`config.mk`:
```
export PLATFORM = sky130hd
export DESIGN_NAME = ctrl_unit_mc
export DESIGN_NICKNAME = d
export VERILOG_FILES = /design/src/rtl/ctrl_pkg.sv /design/src/rtl/ctrl_decode.sv /design/src/rtl/ctrl_unit_mc.sv
export SDC_FILE = /design/constraint.sdc
export NUM_CORES = 1
export LEC_CHECK = 0
export CELL_PAD_IN_SITES_DETAIL_PLACEMENT = 1
export CELL_PAD_IN_SITES_GLOBAL_PLACEMENT = 1
export CORE_MARGIN = 4
export CORE_UTILIZATION = 28
export CTS_BUF_LIST = sky130_fd_sc_hd__clkbuf_4
export CTS_CLUSTER_DIAMETER = 200
export DETAILED_ROUTE_END_ITERATION = 10
export PLACE_DENSITY_LB_ADDON = 0.3
export SLEW_MARGIN = 20
export SYNTH_ARGS = -nofsm -noshare
export SYNTH_HDL_FRONTEND = slang
export SYNTH_SLANG_ARGS = --single-unit
```
`constraint.sdc`:
```
create_clock -name clk -period 2.24 [get_ports clk]
set_input_delay 0.336 -clock clk [delete_from_list [all_inputs] [get_ports clk]]
set_output_delay 0.336 -clock clk [all_outputs]
set_load 0.02 [all_outputs]
```
`src/rtl/ctrl_pkg.sv`:
```
// Shared definitions for the multi-cycle control unit.
// Contents: opcode class codes, full opcode constants at the default 6-bit
// opcode width, FSM state encoding, register write-data select codes and
// status flag bit positions.
package ctrl_pkg;

  // Opcode classes (top three opcode bits)
  localparam logic [2:0] CLS_MEM  = 3'b000;
  localparam logic [2:0] CLS_RR   = 3'b001;
  localparam logic [2:0] CLS_IMM  = 3'b010;
  localparam logic [2:0] CLS_SGL  = 3'b011;
  localparam logic [2:0] CLS_BR   = 3'b100;
  localparam logic [2:0] CLS_HALT = 3'b111;

  // Full opcodes at the default width
  localparam logic [5:0] OP_LD   = {CLS_MEM, 3'b000};
  localparam logic [5:0] OP_ST   = {CLS_MEM, 3'b001};
  localparam logic [5:0] OP_MOV  = {CLS_RR,  3'b000};
  localparam logic [5:0] OP_MOVI = {CLS_IMM, 3'b000};
  localparam logic [5:0] OP_JMP  = {CLS_BR,  3'b000};
  localparam logic [5:0] OP_BRZ  = {CLS_BR,  3'b001};
  localparam logic [5:0] OP_BRN  = {CLS_BR,  3'b010};
  localparam logic [5:0] OP_BRC  = {CLS_BR,  3'b011};
  localparam logic [5:0] OP_BRV  = {CLS_BR,  3'b100};
  localparam logic [5:0] OP_HALT = {CLS_HALT, 3'b111};

  // Register-file write data select
  localparam logic [1:0] DIN_MEM  = 2'b00;
  localparam logic [1:0] DIN_ALU  = 2'b01;
  localparam logic [1:0] DIN_MOVE = 2'b10;

  // Status flag bit positions in flags_in
  localparam int FLG_Z = 3;
  localparam int FLG_N = 2;
  localparam int FLG_V = 1;
  localparam int FLG_C = 0;

  typedef enum logic [3:0] {
    S_RESET  = 4'd0,
    S_FETCH  = 4'd1,
    S_DECODE = 4'd2,
    S_MEM    = 4'd3,
    S_ALU    = 4'd4,
    S_WB     = 4'd5,
    S_NEXT   = 4'd6,
    S_BRANCH = 4'd7,
    S_HALT   = 4'd8
  } state_t;

endpackage

```
`src/rtl/ctrl_decode.sv`:
```
// Combinational opcode decoder.
// Ports: op (IR opcode), flags (Z,N,V,C) -> one-hot-ish class flags,
// MOV/MOVi marker, branch-taken decision and illegal-opcode marker.
// The class is the top three opcode bits; the remaining bits select the
// operation inside the class.
module ctrl_decode
  import ctrl_pkg::*;
#(
  parameter int OP_W = 6
)(
  input  logic [OP_W-1:0] op,
  input  logic [3:0]      flags,
  output logic            is_ld,
  output logic            is_st,
  output logic            is_rr,
  output logic            is_imm,
  output logic            is_sgl,
  output logic            is_mov,
  output logic            is_br,
  output logic            br_taken,
  output logic            is_halt,
  output logic            is_illegal
);
  localparam int SUB_W = OP_W - 3;

  logic [2:0]       cls_s;
  logic [SUB_W-1:0] sub_s;

  assign cls_s = op[OP_W-1 -: 3];
  assign sub_s = op[SUB_W-1:0];

  // Classify the opcode and resolve the branch condition
  always_comb begin
    is_ld      = 1'b0;
    is_st      = 1'b0;
    is_rr      = 1'b0;
    is_imm     = 1'b0;
    is_sgl     = 1'b0;
    is_mov     = 1'b0;
    is_br      = 1'b0;
    br_taken   = 1'b0;
    is_halt    = 1'b0;
    is_illegal = 1'b0;
    case (cls_s)
      CLS_MEM: begin
        if (sub_s == SUB_W'(OP_LD[2:0])) begin
          is_ld = 1'b1;
        end else if (sub_s == SUB_W'(OP_ST[2:0])) begin
          is_st = 1'b1;
        end else begin
          is_illegal = 1'b1;
        end
      end
      CLS_RR: begin
        is_rr  = 1'b1;
        is_mov = (sub_s == SUB_W'(OP_MOV[2:0]));
      end
      CLS_IMM: begin
        is_imm = 1'b1;
        is_mov = (sub_s == SUB_W'(OP_MOVI[2:0]));
      end
      CLS_SGL: begin
        is_sgl = 1'b1;
      end
      CLS_BR: begin
        is_br = 1'b1;
        case (sub_s)
          SUB_W'(OP_JMP[2:0]): br_taken = 1'b1;
          SUB_W'(OP_BRZ[2:0]): br_taken = flags[FLG_Z];
          SUB_W'(OP_BRN[2:0]): br_taken = flags[FLG_N];
          SUB_W'(OP_BRC[2:0]): br_taken = flags[FLG_C];
          SUB_W'(OP_BRV[2:0]): br_taken = flags[FLG_V];
          default: begin
            is_br      = 1'b0;
            is_illegal = 1'b1;
          end
        endcase
      end
      CLS_HALT: begin
        if (sub_s == {SUB_W{1'b1}} && OP_HALT[2:0] == 3'b111) begin
          is_halt = 1'b1;
        end else begin
          is_illegal = 1'b1;
        end
      end
      default: is_illegal = 1'b1;
    endcase
  end

endmodule

```
`src/rtl/ctrl_unit_mc.sv`:
```
// Multi-cycle control unit.
// Fetches an instruction over inst_req/inst_valid, captures it in the IR,
// decodes it and sequences the register file, ALU, status register, PC and a
// variable-latency data memory (mem_req/mem_ack).
// Ports: clk, Rst (sync, active-high), inst/inst_valid, flags_in, mem_ack in;
// fetch/memory requests, register/memory addresses, ALU controls, PC strobes
// and sticky halted/illegal status out.
// All outputs are decoded from the state register and the IR only.
module ctrl_unit_mc
  import ctrl_pkg::*;
#(
  parameter int OP_W   = 6,
  parameter int RA_W   = 5,
  parameter int DATA_W = 16,
  parameter int PC_W   = 16,
  localparam int INST_W = OP_W + 2 * RA_W
)(
  input  logic              clk,
  input  logic              Rst,
  input  logic [INST_W-1:0] inst,
  input  logic              inst_valid,
  input  logic [4:0]        flags_in,
  input  logic              mem_ack,
  output logic              inst_req,
  output logic              mem_req,
  output logic              mem_wr,
  output logic [RA_W-1:0]   mem_addr,
  output logic [RA_W-1:0]   reg_addr1,
  output logic [RA_W-1:0]   reg_addr2,
  output logic [OP_W-1:0]   opcode,
  output logic [DATA_W-1:0] imd_operand,
  output logic [PC_W-1:0]   imd_addr,
  output logic              reg_wr,
  output logic              st_reg_ld,
  output logic              pc_rst,
  output logic              pc_inc,
  output logic              pc_ld,
  output logic              IorR,
  output logic [1:0]        din_sel,
  output logic              halted,
  output logic              illegal
);
  state_t            state_r, state_s;
  logic [INST_W-1:0] ir_r;
  logic              illegal_r;
  logic [OP_W-1:0]   op_s;
  logic [RA_W-1:0]   dest_s, src_s;
  logic dec_ld_s, dec_st_s, dec_rr_s, dec_imm_s, dec_sgl_s, dec_mov_s;
  logic dec_br_s, dec_taken_s, dec_halt_s, dec_illegal_s;
  logic unused_flag_s;

  // flags_in[4] is not part of any branch condition
  assign unused_flag_s = flags_in[4];

  assign op_s   = ir_r[INST_W-1 -: OP_W];
  assign dest_s = ir_r[2*RA_W-1 -: RA_W];
  assign src_s  = ir_r[RA_W-1:0];

  ctrl_decode #(.OP_W(OP_W)) u_decode (
    .op         (op_s),
    .flags      (flags_in[3:0]),
    .is_ld      (dec_ld_s),
    .is_st      (dec_st_s),
    .is_rr      (dec_rr_s),
    .is_imm     (dec_imm_s),
    .is_sgl     (dec_sgl_s),
    .is_mov     (dec_mov_s),
    .is_br      (dec_br_s),
    .br_taken   (dec_taken_s),
    .is_halt    (dec_halt_s),
    .is_illegal (dec_illegal_s)
  );

  // State, IR and sticky illegal flag; reset overrides any pending handshake
  always_ff @(posedge clk) begin
    if (Rst) begin
      state_r   <= S_RESET;
      ir_r      <= '0;
      illegal_r <= 1'b0;
    end else begin
      state_r <= state_s;
      if (state_r == S_FETCH && inst_valid) begin
        ir_r <= inst;
      end
      if (state_r == S_DECODE && dec_illegal_s) begin
        illegal_r <= 1'b1;
      end
    end
  end

  // Next-state sequencing
  always_comb begin
    state_s = state_r;
    case (state_r)
      S_RESET: state_s = S_FETCH;
      S_FETCH: begin
        if (inst_valid) begin
          state_s = S_DECODE;
        end else begin
          state_s = S_FETCH;
        end
      end
      S_DECODE: begin
        if (dec_ld_s || dec_st_s) begin
          state_s = S_MEM;
        end else if (dec_rr_s || dec_imm_s || dec_sgl_s) begin
          state_s = S_ALU;
        end else if (dec_br_s) begin
          state_s = dec_taken_s ? S_BRANCH : S_NEXT;
        end else if (dec_halt_s || dec_illegal_s) begin
          state_s = S_HALT;
        end else begin
          // unreachable decode combination: restart cleanly
          state_s = S_RESET;
        end
      end
      S_MEM: begin
        if (!mem_ack) begin
          state_s = S_MEM;
        end else if (dec_ld_s) begin
          state_s = S_WB;
        end else begin
          state_s = S_NEXT;
        end
      end
      S_ALU:    state_s = S_WB;
      S_WB:     state_s = S_NEXT;
      S_NEXT:   state_s = S_FETCH;
      S_BRANCH: state_s = S_FETCH;
      S_HALT:   state_s = S_HALT;
      default:  state_s = S_RESET;
    endcase
  end

  // Moore output decode from state and IR
  always_comb begin
    inst_req    = 1'b0;
    mem_req     = 1'b0;
    mem_wr      = 1'b0;
    mem_addr    = '0;
    reg_addr1   = '0;
    reg_addr2   = '0;
    reg_wr      = 1'b0;
    st_reg_ld   = 1'b0;
    pc_rst      = 1'b0;
    pc_inc      = 1'b0;
    pc_ld       = 1'b0;
    IorR        = 1'b0;
    din_sel     = DIN_MEM;
    halted      = 1'b0;
    illegal     = illegal_r;
    opcode      = op_s;
    imd_operand = DATA_W'(src_s);
    imd_addr    = PC_W'({dest_s, src_s});
    case (state_r)
      S_RESET: pc_rst   = 1'b1;
      S_FETCH: inst_req = 1'b1;
      S_MEM: begin
        mem_req = 1'b1;
        if (dec_st_s) begin
          mem_wr    = 1'b1;
          mem_addr  = dest_s;
          reg_addr1 = src_s;
        end else begin
          mem_addr  = src_s;
          reg_addr1 = dest_s;
        end
      end
      S_ALU: begin
        reg_addr1 = dec_sgl_s ? src_s : dest_s;
        reg_addr2 = src_s;
        IorR      = dec_rr_s;
      end
      S_WB: begin
        reg_wr = 1'b1;
        if (dec_ld_s) begin
          reg_addr1 = dest_s;
          din_sel   = DIN_MEM;
        end else begin
          // operand addresses held from S_ALU so the ALU result stays valid
          reg_addr1 = dec_sgl_s ? src_s : dest_s;
          reg_addr2 = src_s;
          IorR      = dec_rr_s;
          din_sel   = dec_mov_s ? DIN_MOVE : DIN_ALU;
          st_reg_ld = ~dec_mov_s;
        end
      end
      S_NEXT:   pc_inc = 1'b1;
      S_BRANCH: pc_ld  = 1'b1;
      S_HALT:   halted = 1'b1;
      default:  pc_rst = 1'b0;
    endcase
  end

endmodule

```
==> out/qor.csv <==
metric;value;unit
antenna_cells;0;
syn_area_per_cell;7.55;um2
pin_count;91;
status;finished, final reports clean;
p_sw;547;uW
endpoint;reg_addr1[2];
worstPathMaxFanout;5;
power.total;1330;uW
ir_worst_vdd;286;uV
synth-seq-cells;21;
ys_top_cells_by_area;dfxtp_1 28%, buf_4 11%, nand2_1 9.0%;
rsz0062_at_grt;true;
syn_area;0.00150;mm2
critical_path_class;reg -> out;
die_w;81.3;um
cts_root_buf;clkbuf_4;
dominantRegCellSynth;dfxtp_1;
place.gp.congestion;0.767;
startpoint;ir_r[12];
p_leak;0.000985;uW
overflow;0;
nets;302;
timing.fmax;0.456;GHz
hold_ws;0.501;ns
insertion_delay;0.31;ns
fin_crit_sh;98.0;%
htreeDepth;1;
setup-violations-final;0;
cp.arrival;1.86;ns
reg2reg_setup_slack;0.46;ns
relSlewSlack;55.3;%
r2r_cells;6;
synth_edf_count;0;
clkPwrFrac;14.8;%
coreArea;0.00514;mm2
synth_area_leader_cell;dfxtp_1;
drt_iter0_drc;45;
netlist_instances;199;
min_period;2.19;ns
synth-seq-area-share;28.0;%
max_cap_violations;0;
drive_gt1_share;18.5;%
path_clk_slew;0.14;ns
antenna_found_initial;0;
syn_to_final_growth;53.2;%
fin_skew;0.00630;ns
initial_core_util;29.2;%
worstSetupStartpointType;flip-flop;
routedWlPerCell;15.0;um
via_per_inst;4.65;
r2r-start;state_r[1];
postCtsHoldBufs;0;
synth.distinct_cells;45;
r2r_end;ir_r[13];
num_rows;26;
num_vias;1608;
power_frac_seq;35.0;%
intPower;780;uW
cts_tree;yes;
finalHoldViolCount;0;
clockBufferDepth;2;
power_density;576;mW/mm2
yosysWarnings;0;
tritoncts.num_buffers;3;
hp-class;reg -> reg;
first_global_vias;1617;
ant_nets;0;
drv_slew;0;
die_area;0.00660;mm2
sw_frac_of_total;41.2;%
grt_util_all_layers;15.7;%
synth_top_area_share;28.0;%
combPwrFrac;50.2;%
tightest_slew;0.669;ns
drc;0;
end_kind;output port;
async_flop_share;0;%
dp_hpwl;4100;um
die_h;81.3;um
routed_wl;5210;um
drt_pass1_iterations;4;
grt_start_max_net_pins;18;
grt_first_pass_wirelength;8200;um
required;1.90;ns
clock-sinks;21;
portBuffers;72;
==> sequential cells by signal, indices dropped and copies added (netlist names) <==
| name | cells |
|---|---|
| ir_r | 16 |
| illegal | 1 |
| state_r | 4 |
==> cells by family after synthesis <==
group	after synthesis	synth area share [%]
mux	7	4.75
xor+xnor	1	0.583
compound gates	42	18.2
simple gates	88	31.3
flops	21	28.0
buf+inv	39	17.0
other cells	1	0.250
==> how the worst min path moves through the flow <==
stage | from | endpoint | slack (ns) | depth (start not counted)
2_1_floorplan | inst[10] | ir_r[10] | 0.47 | 2
3_5_place_dp | ir_r[9] | ir_r[9] | 0.49 | 2
3_3_place_gp | ir_r[8] | ir_r[8] | 0.48 | 2
6_report | ir_r[9] | ir_r[9] | 0.50 | 2
5_1_grt | ir_r[9] | ir_r[9] | 0.53 | 2
4_1_cts | ir_r[9] | ir_r[9] | 0.51 | 2
==> synth_stat cells, types with 2 or more instances <==
library cell,instances
clkbuf_1,4
a21boi_0,2
o21ai_0,3
or3_1,2
a21oi_1,20
a22o_1,5
and2_1,5
nor2b_1,4
buf_6,2
nand2_1,36
dfxtp_1,21
nor2_1,13
a2111oi_0,2
buf_2,6
buf_4,23
nor2_4,2
inv_1,4
nor3b_1,3
nor3_1,4
mux2i_1,6
nand2b_1,2
nor4_1,3
nand3_1,5
==> layer usage <==
metal / up-vias / part of all wire (%) / global-route usage (%)
met4: 0 / 0.65 / 4.22
met1: 762 / 45 / 21.3
met3: 2 / 3.2 / 1.66
met5: - / 0 / 0
met2: 40 / 51 / 26.1
li1: 804 / - / -
==> area by class of cell <==
type / count / area, um2
clock buffer: 3 / 22.5
clock inverter: 1 / 5.00
fill: 661 / 2840
inverter: 4 / 15.0
multi-input combinational: 155 / 926
sequential: 21 / 427
tap: 70 / 87.6
timing repair buffer: 92 / 820
==> worst max-delay path, stage by stage (launching register included) <==
cell,delay [ns]
dfxtp_1,0.37
nor3_4,0.25
nand3_4,0.13
a41o_4,0.32
a22o_1,0.23
clkdlybuf4s15_2,0.26
==> stage by stage <==
step           instances  utilization (%)  setup WS (ns)  setup TNS, ns  instance area [um2]
4_1_cts              346             44.8        0.00103              0                 2300
3_5_place_dp         341             44.2         -0.116         -0.465                 2270
3_3_place_gp         341             44.2        -0.0657         -0.289                 2270
2_1_floorplan        215                -          0.237              0                 1560
6_report             346             44.8         0.0456              0                 2300
5_1_grt              346             44.8        -0.0716         -0.196                 2300
==> what timing repair did <==
item	CTS	global route
gates resized for setup	35	24
setup endpoints to repair	22	16
setup buffers	1	0
pin swaps	1	1
==> placed cells by master, fill, tap and decap left out, types with 2 or more instances in the layout <==
cell             Yosys  routed
dlygate4sd2_1        0      10
dlygate4sd1_1        0       2
nor4_1               3       3
nand2_1             36      36
or3_4                1       2
mux2i_1              6       6
nor2b_1              4       4
a22o_1               5       5
clkbuf_2             0       8
conb_1               1      17
buf_4               23      20
nor3b_1              3       2
nand3_1              5       5
dfxtp_1             21      18
nand2b_1             2       2
nor2_4               2       2
o21ai_0              3       3
a21oi_1             20      20
nor2_1              13      12
inv_1                4       4
and2_1               5       5
dfxtp_2              0       2
clkbuf_4             0       3
a2111oi_0            2       2
clkdlybuf4s50_1      0      49
nor3_1               4       4
==> power groups by stage <==
stage	sequential, uW	combinational (uW)	clock [uW]
floorplan	497	379	0
global placement	468	637	0
detailed placement	471	647	0
CTS	464	653	203
global route	472	723	219
finish	464	666	197
No activity file was read; power rests on OpenSTA's default activity.
